<file path="src/rtl/pixel_pkg.sv">
// Shared constants for the pixel pattern generator: mode encodings, bar palette, pipeline depth.
package pixel_pkg;

  localparam logic [1:0] MODE_SOLID = 2'd0;
  localparam logic [1:0] MODE_BARS  = 2'd1;
  localparam logic [1:0] MODE_CHECK = 2'd2;
  localparam logic [1:0] MODE_BOX   = 2'd3;

  localparam logic [23:0] BAR_WHITE   = 24'hFFFFFF;
  localparam logic [23:0] BAR_YELLOW  = 24'hFFFF00;
  localparam logic [23:0] BAR_CYAN    = 24'h00FFFF;
  localparam logic [23:0] BAR_GREEN   = 24'h00FF00;
  localparam logic [23:0] BAR_MAGENTA = 24'hFF00FF;
  localparam logic [23:0] BAR_RED     = 24'hFF0000;
  localparam logic [23:0] BAR_BLUE    = 24'h0000FF;
  localparam logic [23:0] BAR_BLACK   = 24'h000000;

  // Cycles from cursor inputs to registered outputs.
  localparam int unsigned PIPE_LATENCY = 2;

  // Colour of bar idx, left (0) to right (7).
  function automatic logic [23:0] bar_colour(input logic [2:0] idx);
    logic [23:0] c;
    unique case (idx)
      3'd0: c = BAR_WHITE;
      3'd1: c = BAR_YELLOW;
      3'd2: c = BAR_CYAN;
      3'd3: c = BAR_GREEN;
      3'd4: c = BAR_MAGENTA;
      3'd5: c = BAR_RED;
      3'd6: c = BAR_BLUE;
      3'd7: c = BAR_BLACK;
      default: c = BAR_BLACK;
    endcase
    return c;
  endfunction

endpackage

</file>
<file path="src/rtl/pixel_pattern_gen_if.sv">
// Cursor-side inputs, pattern controls and video outputs of the pattern generator.
interface pixel_pattern_gen_if #(
  parameter int unsigned X_W = 11,
  parameter int unsigned Y_W = 10
);
  logic [X_W-1:0] in_x;
  logic [Y_W-1:0] in_y;
  logic           in_de;
  logic           in_hsync;
  logic           in_vsync;
  logic [1:0]     mode;
  logic [23:0]    colour;
  logic           out_de;
  logic           out_hsync;
  logic           out_vsync;
  logic [23:0]    out_rgb;

  // Driver side (cursor / control).
  modport master (
    output in_x, in_y, in_de, in_hsync, in_vsync, mode, colour,
    input  out_de, out_hsync, out_vsync, out_rgb
  );

  // Pattern generator side.
  modport slave (
    input  in_x, in_y, in_de, in_hsync, in_vsync, mode, colour,
    output out_de, out_hsync, out_vsync, out_rgb
  );
endinterface

</file>
<file path="src/rtl/box_motion.sv">
// Bouncing-box position: moves one pixel per axis on every frame-start event and reverses
// direction on reaching either edge of the active area.
module box_motion #(
  parameter int unsigned H_ACTIVE = 640,
  parameter int unsigned V_ACTIVE = 480,
  parameter int unsigned X_W      = 11,
  parameter int unsigned Y_W      = 10,
  parameter int unsigned BOX_SIZE = 32
) (
  input  logic           pix_clk,
  input  logic           RST_N,
  input  logic           frame_start,
  output logic [X_W-1:0] box_x,
  output logic [Y_W-1:0] box_y
);

  localparam logic [X_W-1:0] XMax = X_W'(H_ACTIVE - BOX_SIZE);
  localparam logic [Y_W-1:0] YMax = Y_W'(V_ACTIVE - BOX_SIZE);

  logic [X_W-1:0] box_x_q, box_x_d;
  logic [Y_W-1:0] box_y_q, box_y_d;
  logic           dir_x_q, dir_x_d;  // 1 = increasing
  logic           dir_y_q, dir_y_d;

  // Next position/direction; only changes on a frame-start event.
  always_comb begin
    box_x_d = box_x_q;
    box_y_d = box_y_q;
    dir_x_d = dir_x_q;
    dir_y_d = dir_y_q;
    if (frame_start) begin
      if (dir_x_q) begin
        box_x_d = box_x_q + 1'b1;
        if (box_x_d == XMax) dir_x_d = 1'b0;
      end else begin
        box_x_d = box_x_q - 1'b1;
        if (box_x_d == '0) dir_x_d = 1'b1;
      end
      if (dir_y_q) begin
        box_y_d = box_y_q + 1'b1;
        if (box_y_d == YMax) dir_y_d = 1'b0;
      end else begin
        box_y_d = box_y_q - 1'b1;
        if (box_y_d == '0) dir_y_d = 1'b1;
      end
    end
  end

  // Position and direction registers.
  always_ff @(posedge pix_clk or negedge RST_N) begin
    if (!RST_N) begin
      box_x_q <= '0;
      box_y_q <= '0;
      dir_x_q <= 1'b1;
      dir_y_q <= 1'b1;
    end else begin
      box_x_q <= box_x_d;
      box_y_q <= box_y_d;
      dir_x_q <= dir_x_d;
      dir_y_q <= dir_y_d;
    end
  end

  assign box_x = box_x_q;
  assign box_y = box_y_q;

endmodule

</file>
<file path="src/rtl/pixel_pattern_gen.sv">
// Two-stage pixel colour pipeline: stage 1 classifies the pixel (bar, checker, box),
// stage 2 picks the colour for the frame-latched mode and blanks outside active video.
module pixel_pattern_gen
  import pixel_pkg::*;
#(
  parameter int unsigned H_ACTIVE = 640,
  parameter int unsigned V_ACTIVE = 480,
  parameter int unsigned X_W      = 11,
  parameter int unsigned Y_W      = 10,
  parameter int unsigned BOX_SIZE = 32
) (
  input  logic               pix_clk,
  input  logic               RST_N,
  pixel_pattern_gen_if.slave bus
);

  localparam logic [X_W:0] BoxSizeX = (X_W + 1)'(BOX_SIZE);
  localparam logic [Y_W:0] BoxSizeY = (Y_W + 1)'(BOX_SIZE);

  logic           prev_vsync_q;
  logic           frame_start;
  logic [1:0]     mode_q;
  logic [23:0]    colour_q;
  logic [X_W-1:0] box_x;
  logic [Y_W-1:0] box_y;

  logic [2:0]     bar_idx;
  logic           check_bit;
  logic           in_box;
  logic [X_W:0]   x_ext, box_x_end;
  logic [Y_W:0]   y_ext, box_y_end;

  logic           de_s1_q, hs_s1_q, vs_s1_q;
  logic [2:0]     bar_s1_q;
  logic           check_s1_q, in_box_s1_q;

  logic [23:0]    pix_rgb;
  logic           de_s2_q, hs_s2_q, vs_s2_q;
  logic [23:0]    rgb_s2_q;

  assign frame_start = bus.in_vsync & ~prev_vsync_q;

  // Vsync edge detector and per-frame latch of mode/colour.
  always_ff @(posedge pix_clk or negedge RST_N) begin
    if (!RST_N) begin
      prev_vsync_q <= 1'b0;
      mode_q       <= MODE_SOLID;
      colour_q     <= '0;
    end else begin
      prev_vsync_q <= bus.in_vsync;
      if (frame_start) begin
        mode_q   <= bus.mode;
        colour_q <= bus.colour;
      end
    end
  end

  box_motion #(
    .H_ACTIVE(H_ACTIVE),
    .V_ACTIVE(V_ACTIVE),
    .X_W     (X_W),
    .Y_W     (Y_W),
    .BOX_SIZE(BOX_SIZE)
  ) u_box_motion (
    .pix_clk    (pix_clk),
    .RST_N      (RST_N),
    .frame_start(frame_start),
    .box_x      (box_x),
    .box_y      (box_y)
  );

  // Bar index: count of constant thresholds H_ACTIVE*k/8 that x has reached.
  always_comb begin
    bar_idx = '0;
    for (int unsigned k = 1; k < 8; k++) begin
      if (32'(bus.in_x) >= (H_ACTIVE * k) / 8) bar_idx = 3'(k);
    end
  end

  // Checker and box membership; box ends computed one bit wider so they cannot wrap.
  always_comb begin
    check_bit = bus.in_x[5] ^ bus.in_y[5];
    x_ext     = {1'b0, bus.in_x};
    y_ext     = {1'b0, bus.in_y};
    box_x_end = {1'b0, box_x} + BoxSizeX;
    box_y_end = {1'b0, box_y} + BoxSizeY;
    in_box    = (x_ext >= {1'b0, box_x}) && (x_ext < box_x_end) &&
                (y_ext >= {1'b0, box_y}) && (y_ext < box_y_end);
  end

  // Stage 1: timing flags and region classification.
  always_ff @(posedge pix_clk or negedge RST_N) begin
    if (!RST_N) begin
      de_s1_q     <= 1'b0;
      hs_s1_q     <= 1'b0;
      vs_s1_q     <= 1'b0;
      bar_s1_q    <= '0;
      check_s1_q  <= 1'b0;
      in_box_s1_q <= 1'b0;
    end else begin
      de_s1_q     <= bus.in_de;
      hs_s1_q     <= bus.in_hsync;
      vs_s1_q     <= bus.in_vsync;
      bar_s1_q    <= bar_idx;
      check_s1_q  <= check_bit;
      in_box_s1_q <= in_box;
    end
  end

  // Colour select for the latched mode; blanked outside active video.
  always_comb begin
    pix_rgb = '0;
    unique case (mode_q)
      MODE_SOLID: pix_rgb = colour_q;
      MODE_BARS:  pix_rgb = bar_colour(bar_s1_q);
      MODE_CHECK: pix_rgb = check_s1_q ? 24'h000000 : 24'hFFFFFF;
      MODE_BOX:   pix_rgb = in_box_s1_q ? colour_q : 24'h000000;
      default:    pix_rgb = '0;
    endcase
    if (!de_s1_q) pix_rgb = '0;
  end

  // Stage 2: output registers.
  always_ff @(posedge pix_clk or negedge RST_N) begin
    if (!RST_N) begin
      de_s2_q  <= 1'b0;
      hs_s2_q  <= 1'b0;
      vs_s2_q  <= 1'b0;
      rgb_s2_q <= '0;
    end else begin
      de_s2_q  <= de_s1_q;
      hs_s2_q  <= hs_s1_q;
      vs_s2_q  <= vs_s1_q;
      rgb_s2_q <= pix_rgb;
    end
  end

  assign bus.out_de    = de_s2_q;
  assign bus.out_hsync = hs_s2_q;
  assign bus.out_vsync = vs_s2_q;
  assign bus.out_rgb   = rgb_s2_q;

endmodule

</file>
<file path="src/flat_wrapper.sv">
// flat-port wrapper written by rule: the top's interface ports become plain ports
module pixel_pattern_gen_flat import pixel_pkg::*;
#(
  parameter int unsigned H_ACTIVE = 640,
  parameter int unsigned V_ACTIVE = 480,
  parameter int unsigned X_W      = 11,
  parameter int unsigned Y_W      = 10,
  parameter int unsigned BOX_SIZE = 32
)
  (pix_clk, RST_N, bus_in_x, bus_in_y, bus_in_de, bus_in_hsync, bus_in_vsync, bus_mode, bus_colour, bus_out_de, bus_out_hsync, bus_out_vsync, bus_out_rgb);
  pixel_pattern_gen_if #(.X_W(X_W), .Y_W(Y_W)) bus_i ();
  input  logic pix_clk;
  input  logic RST_N;
  input wire logic [$bits(bus_i.in_x)-1:0] bus_in_x;
  input wire logic [$bits(bus_i.in_y)-1:0] bus_in_y;
  input wire logic [$bits(bus_i.in_de)-1:0] bus_in_de;
  input wire logic [$bits(bus_i.in_hsync)-1:0] bus_in_hsync;
  input wire logic [$bits(bus_i.in_vsync)-1:0] bus_in_vsync;
  input wire logic [$bits(bus_i.mode)-1:0] bus_mode;
  input wire logic [$bits(bus_i.colour)-1:0] bus_colour;
  output wire logic [$bits(bus_i.out_de)-1:0] bus_out_de;
  output wire logic [$bits(bus_i.out_hsync)-1:0] bus_out_hsync;
  output wire logic [$bits(bus_i.out_vsync)-1:0] bus_out_vsync;
  output wire logic [$bits(bus_i.out_rgb)-1:0] bus_out_rgb;
  assign bus_i.in_x = bus_in_x;
  assign bus_i.in_y = bus_in_y;
  assign bus_i.in_de = bus_in_de;
  assign bus_i.in_hsync = bus_in_hsync;
  assign bus_i.in_vsync = bus_in_vsync;
  assign bus_i.mode = bus_mode;
  assign bus_i.colour = bus_colour;
  assign bus_out_de = bus_i.out_de;
  assign bus_out_hsync = bus_i.out_hsync;
  assign bus_out_vsync = bus_i.out_vsync;
  assign bus_out_rgb = bus_i.out_rgb;
  pixel_pattern_gen #(.H_ACTIVE(H_ACTIVE), .V_ACTIVE(V_ACTIVE), .X_W(X_W), .Y_W(Y_W), .BOX_SIZE(BOX_SIZE)) u_core (.pix_clk(pix_clk), .RST_N(RST_N), .bus(bus_i));
endmodule
</file>
<file path="config.mk">
export PLATFORM = sky130hd
export DESIGN_NAME = pixel_pattern_gen_flat
export DESIGN_NICKNAME = d
export VERILOG_FILES = /design/src/rtl/pixel_pkg.sv /design/src/rtl/pixel_pattern_gen_if.sv /design/src/rtl/box_motion.sv /design/src/rtl/pixel_pattern_gen.sv /design/src/flat_wrapper.sv
export SDC_FILE = /design/constraint.sdc
export NUM_CORES = 1
export LEC_CHECK = 0
export ABC_AREA = 1
export CAP_MARGIN = 20
export CORE_MARGIN = 5
export CORE_UTILIZATION = 40
export CTS_CLUSTER_SIZE = 10
export DETAILED_ROUTE_END_ITERATION = 6
export GPL_ROUTABILITY_DRIVEN = 0
export PLACE_DENSITY = 0.61
export SYNTH_ARGS = -nofsm -noshare
export SYNTH_HDL_FRONTEND = slang
export SYNTH_SLANG_ARGS = --single-unit
</file>
<file path="constraint.sdc">
create_clock -name pix_clk -period 2.4 [get_ports pix_clk]
set_input_delay 0.36 -clock pix_clk [delete_from_list [all_inputs] [get_ports pix_clk]]
set_output_delay 0.36 -clock pix_clk [all_outputs]
set_load 0.01 [all_outputs]
</file>
# Word-level counts from Yosys, hierarchy flattened
# Memory sizes are Yosys's and may differ from the RTL's.
# Index checks and enable logic that the tools add are counted.
# Widths: inputs -> output; s select.
dict set report word_totals {
  ff_bits 84
  latch_bits 0
  mem_bits_rw 0
  romBits 192
  input_bits 52
  output_inout_bits 27
  word_cells 67
  mem_count 1
}
# name depth width read_ports rd_ports_with_merged_regs wr line
set memory_table {}
lappend memory_table {{(name not given)} 8 24 1 0 0 pixel_pkg.sv:24} ;# unique case (idx)
dict set report classes {
  addsub 6
  n_mul 0
  n_div 0
  n_lt_le_gt_ge 11
  n_eq_ne 5
  n_shift 0
  muxes 19
  bitwise 3
  reduce_logical 6
}
# op count
set op_table {}
lappend op_table {{$pmux 24 s4} 1}
lappend op_table {{$mux 24} 3}
lappend op_table {{$ge 11x9->1 const B} 3}
lappend op_table {{$ge 11x8->1 const B} 2}
lappend op_table {{$mux 3} 6}
lappend op_table {{$add 11x6->12 const B} 1}
lappend op_table {{$lt 11x12->1} 1}
lappend op_table {{$add 10x6->11 const B} 1}
lappend op_table {{$add 11x1->11 const B} 1}
lappend op_table {{$eq 11x10->1 const B} 1}
lappend op_table {{$ge 11x10->1 const B} 1}
lappend op_table {{$ge 11x11->1} 1}
lappend op_table {{$ge 11x7->1 const B} 1}
lappend op_table {{$logic_not 11->1} 1}
lappend op_table {{$lt 10x11->1} 1}
lappend op_table {{$mux 11} 1}
lappend op_table {{$sub 11x1->11 const B} 1}
lappend op_table {{$add 10x1->10 const B} 1}
lappend op_table {{$eq 10x9->1 const B} 1}
lappend op_table {{$ge 10x10->1} 1}
lappend op_table {{$logic_not 10->1} 1}
lappend op_table {{$mux 10} 1}
lappend op_table {{$sub 10x1->10 const B} 1}
lappend op_table {{$mux 1} 7}
lappend op_table {{other kinds (7)} 10}

# Depth between registers and ports, before layout
# Gate-level depths: netlist (run 1).
dict set report depth {
  ltp_word 8
  mapped_depth 14
  depth_no_buf 13
}

# Hierarchy
# A second synthesis (run 1) with hierarchy kept.
dict set report hier_totals {
  cells_unflattened 744
  hier_area_um2 5420.2
}
# mod n_inst cells_per_inst area_each_um2 seq_area_each_um2
set by_module_without_submodules {}
lappend by_module_without_submodules {pixel_pattern_gen 1 424 3380.7 1526.5}
lappend by_module_without_submodules {box_motion 1 320 2039.5 578.1}

# Worst setup path before layout (run 1)
# Ideal clock, no wire load.
dict set report synth_path {
  path_kind {reg2reg}
  startpoint {register u_core.u_box_motion.box_x_q[5], in the netlist u_core.u_box_motion.box_x[5]}
  endpoint {register u_core.in_box_s1_q}
  setup_time_ns 0.071
  arrival_time_ns 1.773
  t_required_ns 2.329
  setup_slack_ns 0.556
  path_stages_with_launch 15
  path_buffers 1
  synth_period_minus_slack_ns 1.844
  cell_sequence {dfrtp_1 buf_2 nand3_1 nor3_2 xor2_1 ha_1 nand2_1 inv_1 nand2_1 nand2_1 nand2_1 nand2_1 nor2_1 nand3_1 nor2_1}
}
dict set report synth_via {
  elab_chain_len 5
  elab_cells_between_ends 6
  classes_between {add/sub (1); order compare (2); reduce/logical (3)}
}
# element line
set synth_rtl {}
lappend synth_rtl {{start, declared} box_motion.sv:20} ;# logic [X_W-1:0] box_x_q, box_x_d;
lappend synth_rtl {{start signal, assigned} box_motion.sv:57} ;# box_x_q <= box_x_d;
lappend synth_rtl {{$add 11x6->12} pixel_pattern_gen.sv:85} ;# box_x_end = {1'b0, box_x} + BoxSizeX;
lappend synth_rtl {{$lt 11x12->1} pixel_pattern_gen.sv:87} ;# in_box = (x_ext >= {1'b0, box_x}) && (x_ext < box_x_end) &&
lappend synth_rtl {{$logic_and 1x1->1 (*) (2 in a row)} pixel_pattern_gen.sv:87}
lappend synth_rtl {{$logic_and 1x1->1 (*)} pixel_pattern_gen.sv:88} ;# (y_ext >= {1'b0, box_y}) && (y_ext < box_y_end);
lappend synth_rtl {{via u_core.in_box} pixel_pattern_gen.sv:29} ;# logic in_box;
lappend synth_rtl {{end signal, assigned} pixel_pattern_gen.sv:106} ;# in_box_s1_q <= in_box;
lappend synth_rtl {{end, declared} pixel_pattern_gen.sv:35} ;# logic check_s1_q, in_box_s1_q;
# Mark *: on every way through the listed nets, which the timed path passes. The rest lies on a longest branch.
# A chain may end at the register's enable or synchronous reset.

# Worst setup path in the final report (run 1)
# Ends and elaborated chain as after synthesis.

==> impl_metrics.json, run 1 <==
{
  "clk_latency_ns": 0.33,
  "critical_path.top_delay_family": "simple AND/OR/NAND/NOR gates",
  "p_per_area_nw_per_um2": 850,
  "wirelength_um": 12900,
  "slew_headroom": 0.490,
  "synth_cell_types": 35,
  "wl_met2_um": 5690,
  "sequentialPowerShare": 0.360,
  "synth_fp_nets": 763,
  "grt-ovfl-total": 0,
  "rows": 41,
  "hp-class": "in2async",
  "synth_ff_type": "dfrtp_1",
  "grt_first_pass_wirelength_um": 21500,
  "die-area_um2": 15200,
  "path_class": "reg2reg",
  "rsz0062_at_grt": "no",
  "cts-resized-gates": 0,
  "p_leak_nw": 3.08,
  "ys_seq_area_frac": 0.409,
  "drive_above_1_share": 0.0639,
  "clockPowerShare": 0.231,
  "start_util": 0.408,
  "synth_largest_area_cell": "dfrtp_1",
  "syn_area_um2": 5150,
  "wl_per_cell_um": 14.0,
  "synth-async-reset-ratio": 1.00,
  "p_int_w": 0.00327,
  "p_switching_w": 0.00219,
  "die_x_um": 123,
  "cap_violations": 0,
  "ys_ff_latch": 84,
  "syn_inst": 667,
  "drt-pass1-iter-count": 5,
  "fin_util": 0.509,
  "drtAntennaViolNets": 0,
  "tns_ns": 0,
  "holdBufCountCts": 0,
  "synth_top_area_share": 0.398,
  "antenna_found_initial": 0,
  "worstPathBufferInverterCount": 1,
  "die_height_um": 123,
  "worstSetupStartpointType": "register",
  "fin_skew_ns": 0.00687,
  "end_kind": "register",
  "grt_pass1_vias": 4377,
  "cpMaxStageDelayCell": "dfrtp_1",
  "critPathRequiredTime_ns": 2.66,
  "crit_chain": "nand3_1 -> nor3_2 -> xor2_1 -> ha_1 -> nand2_1 -> inv_1 -> nand2_1 -> nand2_1 -> nand2_1 -> nand2_1 -> nor2_1 -> nand3_1 -> nor2_1",
  "vias": 4643,
  "worst_pin_slew_ns": 0.764,
  "synth.area.top_cells": "dfrtp_1 40%, nand2_1 16%, ha_1 11%, a21oi_1 4.8%, xor2_1 4.3%",
  "yosys_warnings": 0,
  "layout_min_cycle_time_ns": 2.10,
  "clkSlewWorstSetupHoldPaths_ns": 0.06,
  "finalMaxSlewViolations": 0,
  "hpwl_um": 9600,
  "crit_arrival_ns": 2.36,
  "ir_drop_uv": 408,
  "fmax_mhz": 477,
  "run_status": "completed",
  "cts.path.max_buffers": 2,
  "synthToLayoutAreaGrowth_pct": 24.6,
  "drc_errors": 0,
  "cts_buffers": 9,
  "n_antenna_cell": 0,
  "synth_edf_count": 0,
  "synth.most_common_cell": "nand2_1",
  "clock_sinks": 84,
  "nFillCells": 1205,
  "coreArea_um2": 12600,
  "top_layer_used": "met4",
  "cts-root-buf": "clkbuf_16",
  "cts_htree_levels": 3,
  "post_cts_buffers": 0,
  "hold_violations": 0,
  "finalCritPeriodShare": 0.874,
  "sw_frac_of_total": 0.401,
  "critPathMaxFanout": 9,
  "io_pins": 79,
  "final_nets": 842,
  "critPathMaxStageDelay_ns": 0.53,
  "drtIter0Drc": 530,
  "wl_met3_um": 706,
  "setup_viol": 0,
  "syn_avg_cell_area_um2": 7.72,
  "io_buffer_count": 78,
  "grtUsageTotal": 0.177,
  "synth_commonest_cells": "215 x nand2_1, 82 x dfrtp_1, 53 x inv_1",
  "viasPerCell": 5.03,
  "grt_max_degree": 85,
  "worst_path_most_repeated_cell": "nand2_1",
  "m1WireLength_um": 6320,
  "cts_tree": "built",
  "comb_power_share": 0.409
}
[final timing paths]
path                                              start                     endpoint  slack [ns]  cells after the start
max in group asynchronous                         RST_N  u_core.u_box_motion.dir_x_q        1.97                      2
min                                               RST_N               u_core.hs_s1_q        0.05                      2
min reg2reg                              u_core.hs_s1_q         u_core.bus.out_hsync        0.35                      0
max reg2reg                u_core.u_box_motion.box_x[5]           u_core.in_box_s1_q        0.30                     13
max                        u_core.u_box_motion.box_x[5]           u_core.in_box_s1_q        0.30                     13
min in group pix_clk                     u_core.hs_s1_q         u_core.bus.out_hsync        0.35                      0
[metal layers]
metal  vias up  track usage
met5         -            0
met4         0       0.0561
met3        13       0.0293
met2       136        0.270
met1      2168        0.256
li1       2326            -
[power by group through the flow]
stage,logic [W],registers (W),clock network (W)
floorplan,0.00160,0.00189,0
global placement,0.00217,0.00197,0
detailed placement,0.00222,0.00198,0
CTS,0.00224,0.00196,0.00129
global route,0.00255,0.00200,0.00135
finish,0.00223,0.00196,0.00126
[per-stage QoR]
step,instance area (um^2),total power (W),hold WS (ns),cells,setup WS (ns)
after floorplan,5150,0.00349,0.0644,667,0.556
after global placement,6150,0.00414,0.342,907,0.352
after detailed placement,6150,0.00420,0.343,907,0.321
after CTS,6420,0.00548,0.0833,923,0.306
after global routing,6420,0.00590,0.0871,923,0.121
final,6420,0.00546,0.0534,923,0.302
[cell usage in the layout (no fill, tap or decap), types with 10 or more instances in the layout]
| cell type | count |
|---|---|
| dfrtp_1 | 82 |
| o21ai_0 | 26 |
| inv_1 | 53 |
| buf_4 | 10 |
| nand3_1 | 39 |
| nand2_1 | 215 |
| a21oi_1 | 49 |
| clkdlybuf4s50_1 | 77 |
| nor2_1 | 46 |
| xor2_1 | 25 |
| ha_1 | 44 |
[cell type report]
class | instances | area [um^2] | share of cell area
clock inverters | 4 | 25.0 | 0.00390
clock buffers | 12 | 246 | 0.0384
well taps | 172 | 215 | 0.0335
flip-flops and latches | 84 | 2100 | 0.328
repair buffers | 88 | 866 | 0.135
multi-input cells | 505 | 2740 | 0.427
inverters | 58 | 218 | 0.0339
[flip-flops by register name, indices dropped and copies added (netlist names)]
| name | flops |
|---|---|
| u_core.u_box_motion.dir_x_q | 1 |
| u_core.hs_s1_q | 1 |
| u_core.check_s1_q | 1 |
| u_core.bus.out_vsync | 1 |
| u_core.bus.out_de | 1 |
| u_core.bar_s1_q | 3 |
| u_core.prev_vsync_q | 1 |
| u_core.de_s1_q | 1 |
| u_core.u_box_motion.dir_y_q | 1 |
| u_core.bus.out_rgb | 24 |
| u_core.u_box_motion.box_y | 10 |
| u_core.bus.out_hsync | 1 |
| u_core.in_box_s1_q | 1 |
| u_core.u_box_motion.box_x | 11 |
| u_core.colour_q | 24 |
| u_core.mode_q | 2 |
[cells by family after synthesis]
group | share of synthesized area
simple gates | 0.275
compound gates | 0.103
flops | 0.409
buf+inv | 0.0603
fa+ha+maj | 0.107
xor+xnor | 0.0459
[worst reg2reg max path, cell delays in order, from the launching register on]
cell,delay (ns)
dfrtp_1,0.53
nand3_1,0.23
nor3_2,0.24
xor2_1,0.19
ha_1,0.26
nand2_1,0.07
inv_1,0.06
nand2_1,0.06
nand2_1,0.04
nand2_1,0.06
nand2_1,0.05
nor2_1,0.09
nand3_1,0.07
nor2_1,0.08
Note: power is estimated with default switching activity, not from simulation.
==> run 2: changes to the inputs <==
--- a/config.mk
+++ b/config.mk
@@ -11,6 +11,5 @@
 export CORE_UTILIZATION = 40
-export CTS_CLUSTER_SIZE = 10
 export DETAILED_ROUTE_END_ITERATION = 6
 export GPL_ROUTABILITY_DRIVEN = 0
-export PLACE_DENSITY = 0.61
+export PLACE_DENSITY_LB_ADDON = 0.25
 export SYNTH_ARGS = -nofsm -noshare
==> constraint.sdc (replaced) <==
create_clock -name pix_clk -period 2.4 [get_ports pix_clk]
set_input_delay 0.48 -clock pix_clk [delete_from_list [all_inputs] [get_ports pix_clk]]
set_output_delay 0.48 -clock pix_clk [all_outputs]
set_load 0.01 [all_outputs]
==> run 2 against run 1 <==
Against the previous run:
- via count down 0.82%
- critical path depth unchanged
- register-to-register slack better by 0.02 ns
- clock skew up 0.0022 ns
- die area unchanged
- global-route usage up 0.090 points
- wire length down 0.37%
- core utilization up 0.18 points
- largest cell class unchanged
- critical endpoint unchanged
==> impl_metrics.json, run 2 (synthesis gave the netlist of run 1 again) <==
{
  "worst_pin_slew_ns": 0.761,
  "rsz0062_at_grt": "no",
  "hp-class": "in2async",
  "hpwl_um": 9730,
  "regArea_um2": 2100,
  "layout_min_cycle_time_ns": 2.07,
  "run_status": "completed",
  "cts-resized-gates": 0,
  "fin_skew_ns": 0.00903,
  "finalMaxSlewViolations": 0,
  "vias": 4605,
  "ir_drop_uv": 360,
  "cts_tree": "built",
  "use_met2": 0.278,
  "cts_htree_levels": 3,
  "drt-pass1-iter-count": 5,
  "wl_per_cell_um": 13.9,
  "slew_headroom": 0.492,
  "grt_first_pass_wirelength_um": 21400,
  "antenna_found_initial": 0,
  "clockPowerShare": 0.246,
  "nFillCells": 1216,
  "busiest_layer": "met2",
  "path_class": "reg2reg",
  "p_per_area_nw_per_um2": 858,
  "io_buffer_count": 78,
  "post_cts_buffers": 0,
  "die-area_um2": 15200,
  "comb_power_share": 0.400,
  "p_int_w": 0.00328,
  "clkSlewWorstSetupHoldPaths_ns": 0.07,
  "n_antenna_cell": 0,
  "grt_max_degree": 34,
  "sw_frac_of_total": 0.406,
  "multi_input_area_um2": 2740,
  "cts-root-buf": "clkbuf_16",
  "cap_violations": 0,
  "drtIter0Drc": 389,
  "drive_above_1_share": 0.0666,
  "synthToLayoutAreaGrowth_pct": 25.0,
  "sequentialPowerShare": 0.354,
  "finalCritPeriodShare": 0.864,
  "clock_sinks": 84,
  "grt_pass1_vias": 4503,
  "cts_buffers": 9,
  "clk_latency_ns": 0.35,
  "drtAntennaViolNets": 0,
  "cts.path.max_buffers": 2,
  "wirelength_um": 12800,
  "drc_errors": 0,
  "die_x_um": 123,
  "layout_commonest_cell": "nand2_1",
  "fmax_mhz": 482,
  "io_pins": 79,
  "end_kind": "register",
  "coreArea_um2": 12600,
  "critPathRequiredTime_ns": 2.67,
  "grtUsageTotal": 0.178,
  "p_leak_nw": 3.10,
  "final_cell_mix": "215 x nand2_1, 82 x dfrtp_1, 77 x clkdlybuf4s50_1, 53 x inv_1, 49 x a21oi_1",
  "tns_ns": 0,
  "crit_arrival_ns": 2.35,
  "start_util": 0.408,
  "final_nets": 842,
  "die_height_um": 123,
  "met1_usage": 0.247,
  "worstSetupStartpointType": "register",
  "reg2reg_slack_ns": 0.33,
  "hold_violations": 0,
  "critPathMaxFanout": 7,
  "setup_viol": 0,
  "p_switching_w": 0.00225,
  "rows": 41,
  "viasPerCell": 4.99,
  "holdBufCountCts": 0,
  "use_met3": 0.0357,
  "grt-ovfl-total": 0,
  "power_w": 0.00553
}
==> run 2: cell types whose count changed in the layout (fill, tap and decap cells not counted) <==
cell        delta
inv_8          +1
clkbuf_1       -2
clkinv_2       -2
inv_6          +1
clkinvlp_4     -2
clkinv_4       +4
==> run 2: path summary, 6_finish.rpt <==
check / from / to / cells after the start
max in group asynchronous: RST_N / u_core.u_box_motion.dir_y_q / 2
min in group pix_clk: u_core.hs_s1_q / u_core.bus.out_hsync / 0
setup reg to reg: u_core.u_box_motion.box_x[7] / u_core.in_box_s1_q / 13
hold / removal: RST_N / u_core.bus.out_hsync / 1
setup / recovery: u_core.u_box_motion.box_x[7] / u_core.in_box_s1_q / 13
hold reg to reg: u_core.hs_s1_q / u_core.bus.out_hsync / 0
==> run 2: power groups by stage <==
stage | registers (W) | logic, W | clock network (W)
floorplan | 0.00189 | 0.00160 | 0
global placement | 0.00197 | 0.00214 | 0
global route | 0.00200 | 0.00254 | 0.00144
finish | 0.00196 | 0.00221 | 0.00136
detailed placement | 0.00198 | 0.00218 | 0
CTS | 0.00195 | 0.00220 | 0.00139
==> run 2: area by class of cell <==
| type | count | share of cell area |
|---|---|---|
| multi-input combinational | 505 | 0.426 |
| sequential | 84 | 0.327 |
| timing repair buffer | 88 | 0.134 |
| clock buffer | 10 | 0.0371 |
| inverter | 58 | 0.0338 |
| tap | 172 | 0.0334 |
| clock inverter | 6 | 0.00855 |
==> run 2: worst max-delay path: stages, from the launching register on <==
cell and delay (ns):
dfrtp_1 0.47, nand3_1 0.21, nor3_2 0.23, xor2_1 0.18, ha_1 0.26, nand2_1 0.07
inv_1 0.05, nand2_1 0.05, nand2_1 0.04, nand2_1 0.06, nand2_1 0.05, nor2_1 0.11
nand3_1 0.08, nor2_1 0.13
==> run 2: through the flow <==
stage	hold WS (ns)	util	cell area [um^2]	setup slack (ns)	std cells
after CTS	0.0580	0.510	6440	0.335	923
after global placement	0.341	0.487	6150	0.321	907
final	0.0451	0.510	6440	0.325	923
after detailed placement	0.360	0.487	6150	0.265	907
after floorplan	0.184	-	5150	0.556	667
after global routing	0.0711	0.510	6440	0.0835	923
==> run 2: routing by layer <==
| layer | vias up | routed length, um |
|---|---|---|
| met5 | - | 0 |
| met4 | 0 | 179 |
| met3 | 17 | 764 |
| met2 | 144 | 5620 |
| met1 | 2124 | 6270 |
| li1 | 2320 | - |
==> run 3: changes to the inputs <==
- SYNTH_HIERARCHICAL: unset -> 1
==> run 3 against run 2 <==
Against the previous run:
- wire length up 1.5%
- combinational power up 24%
- hold slack better by 0.091 ns
- largest power group unchanged
- synthesized cell count up 12%
- critical path type unchanged
- design area up 4.3%
- critical endpoint is now u_core/in_box_s1_q
- sequential share of layout area down 1.3 points
==> impl_metrics.json, run 3 <==
{
  "finish.instance_area_um2": 6720,
  "antenna_found_initial": 0,
  "clkSlewWorstSetupHoldPaths_ns": 0.06,
  "cts-root-buf": "clkbuf_16",
  "clockPowerShare": 0.240,
  "vias": 4898,
  "whs_ns": 0.136,
  "drt-pass1-iter-count": 5,
  "sequentialPowerShare": 0.329,
  "synth_largest_area_cell": "dfrtp_1",
  "slew_headroom": 0.494,
  "reg2reg_slack_ns": 0.31,
  "end_kind": "register",
  "synth.area.top_cells": "dfrtp_1 38%, nand2_1 16%, ha_1 9.7%, inv_1 6.3%, nor2_1 4.9%",
  "tns_ns": 0,
  "critPathRequiredTime_ns": 2.63,
  "synth_edf_count": 0,
  "holdBufCountCts": 0,
  "clk_latency_ns": 0.34,
  "finalCritPeriodShare": 0.869,
  "coreArea_um2": 13200,
  "cts-resized-gates": 0,
  "p_int_w": 0.00374,
  "grtUsageTotal": 0.167,
  "synth_fp_nets": 838,
  "worst_pin_slew_ns": 0.758,
  "drive_above_1_share": 0.0507,
  "wl_per_cell_um": 13.0,
  "synth-async-reset-ratio": 1.00,
  "ys_seq_area_frac": 0.388,
  "hpwl_um": 9700,
  "comb_power_share": 0.430,
  "run_status": "completed",
  "rsz0062_at_grt": "no",
  "cts_htree_levels": 3,
  "layout_commonest_cell": "nand2_1",
  "ff2ff_path_depth": 10,
  "io_buffer_count": 78,
  "synth_commonest_cells": "238 x nand2_1, 91 x inv_1, 82 x dfrtp_1",
  "cts.path.max_buffers": 2,
  "final_nets": 917,
  "io_pins": 79,
  "critPathMaxFanout": 11,
  "power_w": 0.00640,
  "ys_ff_latch": 84,
  "sw_frac_of_total": 0.414,
  "drc_errors": 0,
  "yosys_warnings": 6,
  "synthToLayoutAreaGrowth_pct": 23.9,
  "drtIter0Drc": 270,
  "synth_cell_types": 35,
  "die_height_um": 126,
  "fmax_mhz": 479,
  "fin_skew_ns": 0.00648,
  "worstSetupStartpointType": "register",
  "grt_first_pass_wirelength_um": 21900,
  "syn_avg_cell_area_um2": 7.29,
  "fin_util": 0.507,
  "finalMaxSlewViolations": 0,
  "start_util": 0.409,
  "ir_drop_uv": 395,
  "drtAntennaViolNets": 0,
  "setup_viol": 0,
  "crit_arrival_ns": 2.32,
  "synth_ff_type": "dfrtp_1",
  "grt-ovfl-total": 0,
  "clock_sinks": 84,
  "die-area_um2": 16000,
  "cts_tree": "built",
  "dpl_cell_area_um2": 6390,
  "final_cell_mix": "238 x nand2_1, 91 x inv_1, 82 x dfrtp_1, 77 x clkdlybuf4s50_1, 70 x nor2_1",
  "viasPerCell": 4.88,
  "cap_violations": 0,
  "synth.most_common_cell": "nand2_1",
  "rows": 42,
  "p_switching_w": 0.00265,
  "layout_min_cycle_time_ns": 2.09,
  "hold_violations": 0,
  "synth_top_area_share": 0.379,
  "post_cts_buffers": 0,
  "cts_buffers": 9,
  "nFillCells": 1317,
  "n_antenna_cell": 0,
  "hp-class": "in2async",
  "grt_max_degree": 47,
  "p_per_area_nw_per_um2": 952,
  "syn_inst": 744,
  "die_x_um": 126,
  "wirelength_um": 13000,
  "grt_pass1_vias": 4558,
  "p_leak_nw": 3.31,
  "path_class": "reg2reg",
  "syn_area_um2": 5420
}
==> run 3: final cells by class <==
type	count	area (um^2)	share of cell area
Timing Repair Buffer	88	866	0.129
Clock inverter	7	103	0.0153
Sequential cell	84	2100	0.313
Clock buffer	9	225	0.0335
Inverter	92	345	0.0514
Multi-Input combinational cell	548	2850	0.425
Tap cell	176	220	0.0328
==> run 3: power by group through the flow <==
| stage | Combinational (W) | Sequential, W | Clock (W) |
|---|---|---|---|
| 6_report | 0.00275 | 0.00211 | 0.00154 |
| 2_1_floorplan | 0.00208 | 0.00203 | 0 |
| 5_1_grt | 0.00317 | 0.00217 | 0.00164 |
| 3_5_place_dp | 0.00273 | 0.00213 | 0 |
| 4_1_cts | 0.00276 | 0.00211 | 0.00158 |
| 3_3_place_gp | 0.00271 | 0.00213 | 0 |
==> run 3: per-layer routing <==
metal | part of all wire | wire length [um] | global-route usage | up-vias
li1 | - | - | - | 2531
met3 | 0.056 | 725 | 0.0370 | 9
met1 | 0.46 | 6050 | 0.223 | 2243
met2 | 0.47 | 6170 | 0.274 | 115
met4 | 0.0069 | 90 | 0.0435 | 0
met5 | 0 | 0 | 0 | -
==> run 3: stage by stage <==
stage	std cells	worst slack [ns]
6_report	1004	0.314
5_1_grt	1004	0.153
4_1_cts	1004	0.320
3_5_place_dp	988	0.274
3_3_place_gp	988	0.297
2_1_floorplan	744	0.577
==> run 3: cell families after synthesis <==
kind of cell,after synthesis,share of synthesized area
compound gates,101,0.100
xor+xnor,22,0.0356
fa+ha+maj,42,0.0970
buf+inv,112,0.0868
flops,84,0.388
simple gates,383,0.292
==> run 3: final timing paths <==
kind	startpoint	to
worst max-delay path	u_core/u_box_motion/box_x[5]	u_core/in_box_s1_q
worst min-delay path	RST_N	u_core/bus.out_rgb[8]
worst max register to register	u_core/u_box_motion/box_x[5]	u_core/in_box_s1_q
worst min register to register	u_core/hs_s1_q	u_core/bus.out_hsync
max in group asynchronous	RST_N	u_core/u_box_motion/dir_y_q
min in group pix_clk	u_core/hs_s1_q	u_core/bus.out_hsync
==> run 3: worst max-delay path: stages, from the launching register on <==
cell and delay, ns:
dfrtp_1 0.59, ha_1 0.31, nand3_1 0.11, xor2_1 0.16, ha_1 0.30, nand3_1 0.10
nand3b_1 0.18, nor2_1 0.09, nor2_1 0.05, nand3_1 0.06, nor2_1 0.04
